==> src/rtl/ahb_vga_wrbuf.sv <==
// AHB-Lite write buffer for the VGA subsystem: queues console and image
// writes in an in-order FIFO and drains them to the sinks.
module ahb_vga_wrbuf #(
   parameter int FIFO_DEPTH = 8,
   parameter int PIX_W      = 8,
   parameter int IMG_AW     = 14,
   parameter int LVL_W      = $clog2(FIFO_DEPTH + 1)
) (
   input  logic              HCLK,
   input  logic              HRESETn,
   input  logic              HSEL,
   input  logic [31:0]       HADDR,
   input  logic [1:0]        HTRANS,
   input  logic              HWRITE,
   input  logic [31:0]       HWDATA,
   input  logic              HREADY,
   output logic [31:0]       HRDATA,
   output logic              HREADYOUT,
   input  logic              console_busy,
   output logic              con_we,
   output logic [7:0]        con_data,
   output logic              img_we,
   output logic [IMG_AW-1:0] img_addr,
   output logic [PIX_W-1:0]  img_data,
   output logic [LVL_W-1:0]  fifo_level
);
   localparam int PW = $clog2(FIFO_DEPTH);
   localparam int DW = (PIX_W > 8) ? PIX_W : 8;

   typedef enum logic [1:0] {T_CON, T_STAT, T_IMG, T_NONE} tgt_e;

   typedef struct packed {
      logic              con;
      logic [IMG_AW-1:0] addr;
      logic [DW-1:0]     data;
   } ent_t;

   logic              ap_valid_q, ap_valid_d;
   logic              ap_write_q, ap_write_d;
   tgt_e              ap_tgt_q, ap_tgt_d;
   logic [IMG_AW-1:0] ap_addr_q, ap_addr_d;

   ent_t              mem_q [FIFO_DEPTH];
   ent_t              mem_d [FIFO_DEPTH];
   logic [PW-1:0]     wr_ptr_q, wr_ptr_d;
   logic [PW-1:0]     rd_ptr_q, rd_ptr_d;
   logic [LVL_W-1:0]  level_q, level_d;

   logic              con_we_q, con_we_d;
   logic [7:0]        con_data_q, con_data_d;
   logic              img_we_q, img_we_d;
   logic [IMG_AW-1:0] img_addr_q, img_addr_d;
   logic [PIX_W-1:0]  img_data_q, img_data_d;

   tgt_e              dec_tgt;
   logic              full, empty;
   logic              dp_buf_wr;
   logic              push, pop;
   ent_t              head, push_ent;
   logic [31:0]       status_w;
   logic              unused_bits;

   assign unused_bits = ^{HADDR, HWDATA};

   always_comb begin
      dec_tgt = T_NONE;
      unique case (1'b1)
         HADDR[23]:                              dec_tgt = T_IMG;
         (!HADDR[23] && HADDR[22:2] == 21'd0):   dec_tgt = T_CON;
         (!HADDR[23] && HADDR[22:2] == 21'd1):   dec_tgt = T_STAT;
         default:                                dec_tgt = T_NONE;
      endcase
   end

   assign full  = (level_q == LVL_W'(FIFO_DEPTH));
   assign empty = (level_q == '0);

   assign dp_buf_wr = ap_valid_q & ap_write_q &
                      ((ap_tgt_q == T_CON) | (ap_tgt_q == T_IMG));

   // Stall follows the registered full flag only, so a same-cycle pop
   // releases the bus one cycle later.
   assign HREADYOUT = ~(dp_buf_wr & full);
   assign push      = dp_buf_wr & ~full;

   assign head = mem_q[rd_ptr_q];
   assign pop  = ~empty & ~(head.con & console_busy);

   always_comb begin
      push_ent      = '0;
      push_ent.con  = (ap_tgt_q == T_CON);
      push_ent.addr = ap_addr_q;
      push_ent.data = HWDATA[DW-1:0];
   end

   always_comb begin
      status_w              = '0;
      status_w[0]           = empty;
      status_w[1]           = full;
      status_w[8 +: LVL_W]  = level_q;
      HRDATA = '0;
      if (ap_valid_q && !ap_write_q && ap_tgt_q == T_STAT) begin
         HRDATA = status_w;
      end
   end

   always_comb begin
      ap_valid_d = ap_valid_q;
      ap_write_d = ap_write_q;
      ap_tgt_d   = ap_tgt_q;
      ap_addr_d  = ap_addr_q;
      if (HREADY) begin
         ap_valid_d = HSEL & HTRANS[1];
         ap_write_d = HWRITE;
         ap_tgt_d   = dec_tgt;
         ap_addr_d  = HADDR[IMG_AW+1:2];
      end
   end

   always_comb begin
      mem_d    = mem_q;
      wr_ptr_d = wr_ptr_q;
      rd_ptr_d = rd_ptr_q;
      level_d  = level_q;
      if (push) begin
         mem_d[wr_ptr_q] = push_ent;
         wr_ptr_d        = wr_ptr_q + PW'(1);
      end
      if (pop) begin
         rd_ptr_d = rd_ptr_q + PW'(1);
      end
      if (push && !pop) begin
         level_d = level_q + LVL_W'(1);
      end else if (pop && !push) begin
         level_d = level_q - LVL_W'(1);
      end
   end

   always_comb begin
      con_we_d   = pop & head.con;
      img_we_d   = pop & ~head.con;
      con_data_d = con_data_q;
      img_addr_d = img_addr_q;
      img_data_d = img_data_q;
      if (con_we_d) begin
         con_data_d = head.data[7:0];
      end
      if (img_we_d) begin
         img_addr_d = head.addr;
         img_data_d = head.data[PIX_W-1:0];
      end
   end

   always_ff @(posedge HCLK) begin
      if (!HRESETn) begin
         ap_valid_q <= 1'b0;
         ap_write_q <= 1'b0;
         ap_tgt_q   <= T_NONE;
         ap_addr_q  <= '0;
         wr_ptr_q   <= '0;
         rd_ptr_q   <= '0;
         level_q    <= '0;
         con_we_q   <= 1'b0;
         con_data_q <= '0;
         img_we_q   <= 1'b0;
         img_addr_q <= '0;
         img_data_q <= '0;
      end else begin
         ap_valid_q <= ap_valid_d;
         ap_write_q <= ap_write_d;
         ap_tgt_q   <= ap_tgt_d;
         ap_addr_q  <= ap_addr_d;
         wr_ptr_q   <= wr_ptr_d;
         rd_ptr_q   <= rd_ptr_d;
         level_q    <= level_d;
         con_we_q   <= con_we_d;
         con_data_q <= con_data_d;
         img_we_q   <= img_we_d;
         img_addr_q <= img_addr_d;
         img_data_q <= img_data_d;
      end
   end

   // Storage needs no reset: entries are only read while the level is non-zero.
   always_ff @(posedge HCLK) begin
      mem_q <= mem_d;
   end

   assign con_we     = con_we_q;
   assign con_data   = con_data_q;
   assign img_we     = img_we_q;
   assign img_addr   = img_addr_q;
   assign img_data   = img_data_q;
   assign fifo_level = level_q;

endmodule

==> config.mk <==
export PLATFORM = sky130hd
export DESIGN_NAME = ahb_vga_wrbuf
export DESIGN_NICKNAME = d
export VERILOG_FILES = /design/src/rtl/ahb_vga_wrbuf.sv
export SDC_FILE = /design/constraint.sdc
export NUM_CORES = 1
export LEC_CHECK = 0
export ABC_CLOCK_PERIOD_IN_PS = 8580
export CORE_UTILIZATION = 55
export CTS_CLUSTER_SIZE = 14
export DETAILED_ROUTE_END_ITERATION = 10
export MAX_ROUTING_LAYER = met4
export PLACE_DENSITY = 0.88
export SKIP_CTS_REPAIR_TIMING = 1
export SLEW_MARGIN = 20
export SYNTH_ARGS = -nofsm -noshare
export SYNTH_HDL_FRONTEND = slang
export SYNTH_SLANG_ARGS = --single-unit
==> constraint.sdc <==
create_clock -name HCLK -period 8.58 [get_ports HCLK]
set_input_delay 1.716 -clock HCLK [delete_from_list [all_inputs] [get_ports HCLK]]
set_output_delay 1.716 -clock HCLK [all_outputs]
set_load 0.01 [all_outputs]
# After elaboration in Yosys (flattened, before gate mapping)
# Cells that the tools add are included.
[word_totals] reg_bits=244 input_bits=72 word_cells=89
[op_classes] n_addsub=4 n_lt_le_gt_ge=3 n_eq_ne=4 muxes=10 bitwise=17 reduce_logical=15
[ops] cell="bitwise mux 184 bit" n=1
[ops] cell="binary-select mux 23 bit (select 3 bit)" n=1
[ops] cell="demux 23 bit (select 3 bit)" n=1
[ops] cell="two-way mux 23 bit" n=3
[ops] cell="equality test 21 x 1 -> 1 bit, second input constant" n=1
[ops] cell="zero test 21 bit" n=1
[ops] cell="two-way mux 12 bit" n=1
[ops] cell="bitwise AND 1 bit" n=9
[ops] cell=">= comparator 4 bit, second input constant" n=2
[ops] cell="two-way mux 4 bit" n=2
[ops] cell="inverter 3 -> 4 bit" n=2
[ops] cell="logical AND 1 bit" n=7
[ops] cell="adder 3 x 1 -> 3 bit, second input constant" n=2
[ops] cell="one-hot mux 2 bit (3 select lines)" n=1
[ops] cell="inverter 1 bit" n=5
[ops] cell="adder 4 x 1 -> 4 bit, second input constant" n=1
[ops] cell="equality test 4 bit, second input constant" n=1
[ops] cell="zero test 1 bit" n=4
[ops] cell="zero test 4 bit" n=1
[ops] cell="less-than comparator 4 x 1 -> 1 bit, second input constant" n=1
[ops] cell="subtractor 4 x 1 -> 4 bit, second input constant" n=1
[ops] cell="equality test 2 x 1 -> 1 bit, second input constant" n=1
[ops] cell="equality test 2 bit, second input constant" n=1
[ops] cell="zero test 2 bit" n=1
[ops] cell="other kinds (2)" n=2

# Logic depth before layout (Yosys ltp)
# Gate-level depths: netlist of run 1.
[logic_depth] ltp_word=10 mapped_depth=11

# Worst setup path after synthesis of run 1
# No wires, ideal clock.
[synth_timing] kind="register -> register" from="register level_q[0] (netlist: fifo_level[0])" to="register mem_q[161] in the netlist's numbering, enable pin" arrival_ps=3044 required_ps=8119 setup_slack_ps=5075 stages_incl_launch_ff=4 n_path_buf=0 cell_sequence="dfxtp_1 -> or4b_2 -> nand2_1 -> nor4_1"
[synth_between] elab_chain_len=3
[synth_rtl] element="from (decl)" line="47" source="logic [LVL_W-1:0] level_q, level_d;"
[synth_rtl] element="from (signal assigned)" line="175" source="level_q <= level_d;"
[synth_rtl] element="equality test 4 bit" line="75" source="assign full = (level_q == LVL_W'(FIFO_DEPTH));"
[synth_rtl] element="inverter 1 bit" line="84" source="assign push = dp_buf_wr & ~full;"
[synth_rtl] element="bitwise AND 1 bit" line="84"
[synth_rtl] element="to (signal assigned)" line="186" source="mem_q <= mem_d;"
[synth_rtl] element="to (decl)" line="43" source="ent_t mem_q [FIFO_DEPTH];"
# Every way passes these cells.
# A chain may end at the register's enable or synchronous reset.

# Final worst setup path of run 1
[layout_timing] from="register level_q[0] (netlist: fifo_level[0])" to="output HRDATA[1]"
[layout_between] elab_chain_len=2
[layout_rtl] element="equality test 4 bit" line="75"
[layout_rtl] element="two-way mux 12 bit" line="102" source="if (ap_valid_q && !ap_write_q && ap_tgt_q == T_STAT) begin"
[layout_rtl] element="to (decl)" line="17" source="output logic [31:0] HRDATA,"
# Every way passes these cells.

==> run metrics, run 1 <==
Design Area, Final 0.01138 mm^2; Critical Path Max Stage Delay 0.76 ns; die height 134.3 um; DRC errors left 0; grt total ovfl 0; Iteration-0 DRC Markers 445; Clock Skews 0.01437 ns; TritonCTS Sinks 244; initial antenna violation count 0; Post-Syn Area 0.009630 mm^2; Tightest Pin Transition 0.9663 ns; antenna cells 0; GPL Wtd Cong 0.8229; TritonCTS clock tree yes; starting density of the core 56.07%; Distinct cells, synth 39; largest net degree at the start of global routing 63; most frequent cell after synthesis edfxtp_1; Final Non-Filler Cells 929; core area 0.01718 mm^2; CP Capture Type output port; placed cell area 0.01060 mm^2; fin crit share 50.81%; Post-Route Utilization 66.27%; synthesis-stage register bit count 244; asr flop ratio synth 0%; max_cap viols 0; power per cell area 265.6 mW/mm^2; Hold Crit Class reg2reg; Worst Path Buf+Inv 1; Post-synth EDFFs 184; Worst EP required 6.86 ns; CP cell instances or4b_2 > nor4_1 > clkdlybuf4s50_1; Synth area leaders edfxtp_1, dfxtp_1, mux2i_1; Top delay family on crit path simple AND/OR/NAND/NOR gates; RSZ-0062 raised after global routing no; most frequent cells after synthesis edfxtp_1, mux2i_1, dfxtp_1; clk_lat worst skew 0.51 ns; first-pass GRT wire length 30.59 mm; Post-Syn Area per Cell 16.05 um^2; CP max stage cell or4b_2; CP Class reg2out; predominant post-synthesis flop cell edfxtp_1; Rel. slew slack 35.58%; FP Rows 48; vias per cell 5.920; CTS root buf clkbuf_16; vias in the first global route 5476; Setup-failing EPs final 0; PortBufs 79; vias after detailed routing 5500; crit path time final 4.360 ns; IO Pins 141; Global Route Usage Sum 23.39%; setup total negative slack 0 ns; WL/cell 21.54 um; # nets final 765; H-Tree Depth 1; Clock Tree Buf Depth 3; peak supply drop 0.1927 mV; Synth Warn # 0; Fin. Hold Viols 0; Clock Pin Slew Worst Setup and Hold Paths 0.06 ns; Synth Instances 600; Num CTS Buffers 24; Max Freq 229.4 MHz; Yosys top cell by area edfxtp_1; dpl cells 886; Crit Path Max Fanout 8; CP startpoint kind register; status completed; layout cell share with drive strength beyond 1 13.49%; final wirelength 20.01 mm; sequential area share after synthesis 69.85%; Die Width 134.3 um; Post-DP HPWL 11.56 mm; critical path arrival 2.64 ns; first-pass detailed-route iteration total 5; DRT antenna net count 0; count of final max-slew check failures 0; Yosys top cell area share 57.37%; leakage 3.954 nW; die area 0.01804 mm^2; Area growth syn-to-layout 18.20%
## layout make-up
cell class / instances / area [um^2]
clock buffer: 29 / 660.6
multi-input combinational: 317 / 2668
clock inverter: 14 / 120.1
sequential: 244 / 6729
tap: 225 / 281.5
inverter: 5 / 18.77
timing repair buffer: 95 / 905.9
fill: 1136 / 5793
## sequential cells by signal, summed over array words and instances (netlist names)
| signal | flops |
|---|---|
| ap_addr_q | 14 |
| ap_tgt_q | 2 |
| ap_valid_q | 1 |
| ap_write_q | 1 |
| con_data | 8 |
| con_we | 1 |
| fifo_level | 4 |
| img_addr | 14 |
| img_data | 8 |
| img_we | 1 |
| mem_q | 184 |
| rd_ptr_q | 3 |
| wr_ptr_q | 3 |
## power by group
part           internal, mW  total [mW]  switching (mW)
logic                 0.308       0.633           0.325
clock network         0.606        1.02           0.416
registers              1.32        1.37          0.0442
## tightest hold or removal path, stage by stage, from the launching register on
cell and delay (ns):
dfxtp_1 0.31, nand2_1 0.05, mux2i_1 0.06
## per-layer routing
| layer | share of wire, % | global-route usage [%] |
|---|---|---|
| met5 | 0 | - |
| met4 | 1.9 | 6.929 |
| met3 | 7.1 | 3.212 |
| met2 | 53 | 40.16 |
| met1 | 38 | 29.07 |
## stage by stage
step / setup slack (ns) / hold slack (ns) / power [mW]
6_report: 4.220 / 0.4590 / 3.023
4_1_cts: 4.216 / 0.4655 / 3.039
3_5_place_dp: 4.460 / 0.4526 / 2.021
5_1_grt: 4.156 / 0.4859 / 3.132
3_3_place_gp: 4.612 / 0.4469 / 1.988
2_1_floorplan: 5.075 / 0.4501 / 1.854
## cells in the final DEF (no fill, tap or decap), types with 4 or more instances in the layout
| master | n |
|---|---|
| edfxtp_1 | 184 |
| mux2i_1 | 80 |
| clkdlybuf4s50_1 | 78 |
| dfxtp_1 | 58 |
| nand2_1 | 44 |
| mux4_2 | 31 |
| nor2_1 | 29 |
| conb_1 | 26 |
| clkbuf_16 | 25 |
| a22oi_1 | 22 |
| o211ai_1 | 17 |
| buf_4 | 16 |
| nor4_1 | 11 |
| and2_1 | 6 |
| clkinv_1 | 6 |
| nand3_1 | 5 |
| ha_1 | 5 |
| clkinv_2 | 5 |
| inv_1 | 4 |
| nand2b_1 | 4 |
| nor3_2 | 4 |
| a21oi_1 | 4 |
## final timing paths
path                                       to  cells past startpoint  slack [ns]          start
worst min register to register    img_addr[0]                      2        0.46    img_addr[0]
worst max-delay path                HRDATA[1]                      3        4.22  fifo_level[0]
worst min-delay path              img_addr[0]                      2        0.46    img_addr[0]
worst max register to register  fifo_level[3]                     11        5.15    rd_ptr_q[0]
## logic make-up (layout without fill, tap and decap cells)
group | count (synthesis) | in the layout | synth area share (%)
flip-flops | 244 | 244 | 69.85
other | 1 | 26 | 0.03894
multiplexers | 111 | 111 | 15.56
AND/OR/NAND/NOR | 120 | 120 | 5.808
XOR/XNOR | 4 | 4 | 0.3638
buffers and inverters | 64 | 143 | 3.781
adder cells (fa/ha/maj) | 6 | 6 | 0.8575
AO/OA/AOI/OAI | 50 | 50 | 3.742
Note: power is estimated with default switching activity, not from simulation.
==> run 2, diff against run 1 <==
- ABC_CLOCK_PERIOD_IN_PS: 8580 -> 3550
- CORE_UTILIZATION: 55 -> 49
- PLACE_DENSITY: 0.88 -> 0.83
- clock period: 8.58 -> 3.55 ns (I/O delays scaled with it)
==> run 2 against run 1 <==
Sequential share of layout area shrank 0.42 points; critical path type unchanged; clock power rose to 2.5 times the previous value; count of clock-buffer cells in the layout increased by 8; highest routed layer unchanged; hold slack gained 0.0039 ns; die area up 12%; flip-flop and latch count is the same.
==> run metrics, run 2 (synthesized netlist as in run 1, its figures left out) <==
status completed; critical path arrival 2.54 ns (-0.10 ns); Tightest Pin Transition 0.9670 ns (+0.0007381 ns); die area 0.02022 mm^2 (+12%); most common cell after layout, fill and taps aside edfxtp_1; TritonCTS clock tree yes; core area 0.01896 mm^2 (+10%); layout cell share with drive strength beyond 1 13.17% (-0.32 points); leakage 3.964 nW (+0.27%); Rel. slew slack 35.53% (-0.049 points); crit path time final 3.247 ns; grt total ovfl 0 (unchanged); most frequent cells in the layout edfxtp_1, mux2i_1, clkdlybuf4s50_1, dfxtp_1, nand2_1; Reg with most FFs mem_q; vias in the first global route 5560 (+1.5%); antenna cells 0 (unchanged); WL/cell 21.07 um (-2.2%); RSZ-0062 raised after global routing no; starting density of the core 50.81% (-5.3 points); Clock Skews 0.01420 ns (-0.0001678 ns); H-Tree Depth 1 (unchanged); IO Pins 141 (unchanged); Clock Tree Buf Depth 3 (unchanged); PortBufs 79 (unchanged); met2 GRT Util 35.60% (-4.6 points); first-pass detailed-route iteration total 5 (unchanged); initial antenna violation count 0 (unchanged); Min Hold Slack 0.4630 ns (+0.003948 ns); Post-DP HPWL 11.70 mm (+1.2%); CP Class reg2out; clk_lat worst skew 0.51 ns (about the same); CTS root buf clkbuf_16; Fin. Hold Viols 0 (unchanged); Max Freq 308.0 MHz; Post-Route Utilization 60.48% (-5.8 points); Hold Crit Class reg2reg; DRC errors left 0 (unchanged); pre-CTS worst setup slack 0.5119 ns (-3.948 ns); FP Rows 50 (+4.2%); met1 Use GR 26.01% (-3.1 points); Num CTS Buffers 24 (unchanged); Worst Slack Setup Final 0.3028 ns (-3.918 ns); first-pass GRT wire length 31.15 mm (+1.9%); Clock Pin Slew Worst Setup and Hold Paths 0.06 ns (about the same); power per cell area 648.1 mW/mm^2 (+140%); die height 142.2 um (+5.9%); vias per cell 5.627 (-4.9%); max reg flops 184 (unchanged); Global Route Usage Sum 21.38% (-2.0 points); DRT antenna net count 0 (unchanged); Die Width 142.2 um (+5.9%); Iteration-0 DRC Markers 443 (-0.45%); Area growth syn-to-layout 19.05%; Worst EP required 2.84 ns (-4.02 ns); fin crit share 91.47%; # nets final 766 (+0.13%); vias after detailed routing 5436 (-1.2%); CP startpoint kind register; final wirelength 20.36 mm (+1.7%); count of final max-slew check failures 0 (unchanged); max_cap viols 0 (unchanged); busiest grt layer met2; met3 usage 3.499% (+0.29 points); Crit Path Max Fanout 8 (unchanged); Setup-failing EPs final 0 (unchanged); GPL Wtd Cong 0.7948 (-3.4%); peak supply drop 0.3965 mV (+110%); TritonCTS Sinks 244 (unchanged); largest net degree at the start of global routing 62 (-1.6%); setup total negative slack 0 ns (unchanged); CP Capture Type output port
run 2: cell count changes in the layout (fill, tap and decap cells not counted):
| cell | delta |
|---|---|
| clkbuf_1 | +7 |
| clkinv_2 | -4 |
| clkinv_1 | -3 |
| buf_4 | +1 |
| bufinv_16 | +1 |
| clkbuf_8 | +1 |
| clkinv_4 | -1 |
run 2: layer usage:
layer	wire length (um)	share of wire, %	vias to the layer above
met5	0	0	-
met4	652	3.2	0
met3	1546	7.6	52
met2	10160	50	257
met1	7999	39	2704
li1	-	-	2423
run 2: per-stage QoR:
stage | cell area, um^2 | cells | power [mW]
floorplan | 9724 | 625 | 4.480
global placement | 10650 | 922 | 4.824
detailed placement | 10650 | 922 | 4.885
CTS | 11460 | 966 | 7.459
global route | 11460 | 966 | 7.693
finish | 11460 | 966 | 7.430
run 2: power breakdown:
| part | leakage (nW) | internal [mW] | switching, mW |
|---|---|---|---|
| clock | 0.390 | 1.57 | 1.01 |
| combinational | 1.41 | 0.748 | 0.769 |
| sequential | 2.16 | 3.20 | 0.128 |
| total | 3.96 | 5.52 | 1.91 |
run 2: critical path, stage by stage (launching register included):
cell and delay (ns):
dfxtp_1 0.39, or4_1 0.67, nor4_1 0.35, clkdlybuf4s50_1 0.62
run 2: worst paths after layout:
path	from	endpoint	slack [ns]	depth (start not counted)
worst max-delay path	fifo_level[0]	HRDATA[0]	0.30	3
worst min-delay path	img_data[2]	img_data[2]	0.46	2
worst max register to register	fifo_level[0]	fifo_level[3]	0.51	10
worst min register to register	img_data[2]	img_data[2]	0.46	2
run 2: area by class of cell:
class                   instances  area [um^2]
clock inverters                 7        110.1
fillers                      1330         7491
clock buffers                  37        700.7
flip-flops and latches        244         6729
inverters                       5        18.77
multi-input cells             317         2668
repair buffers                 96        913.4
well taps                     260        325.3
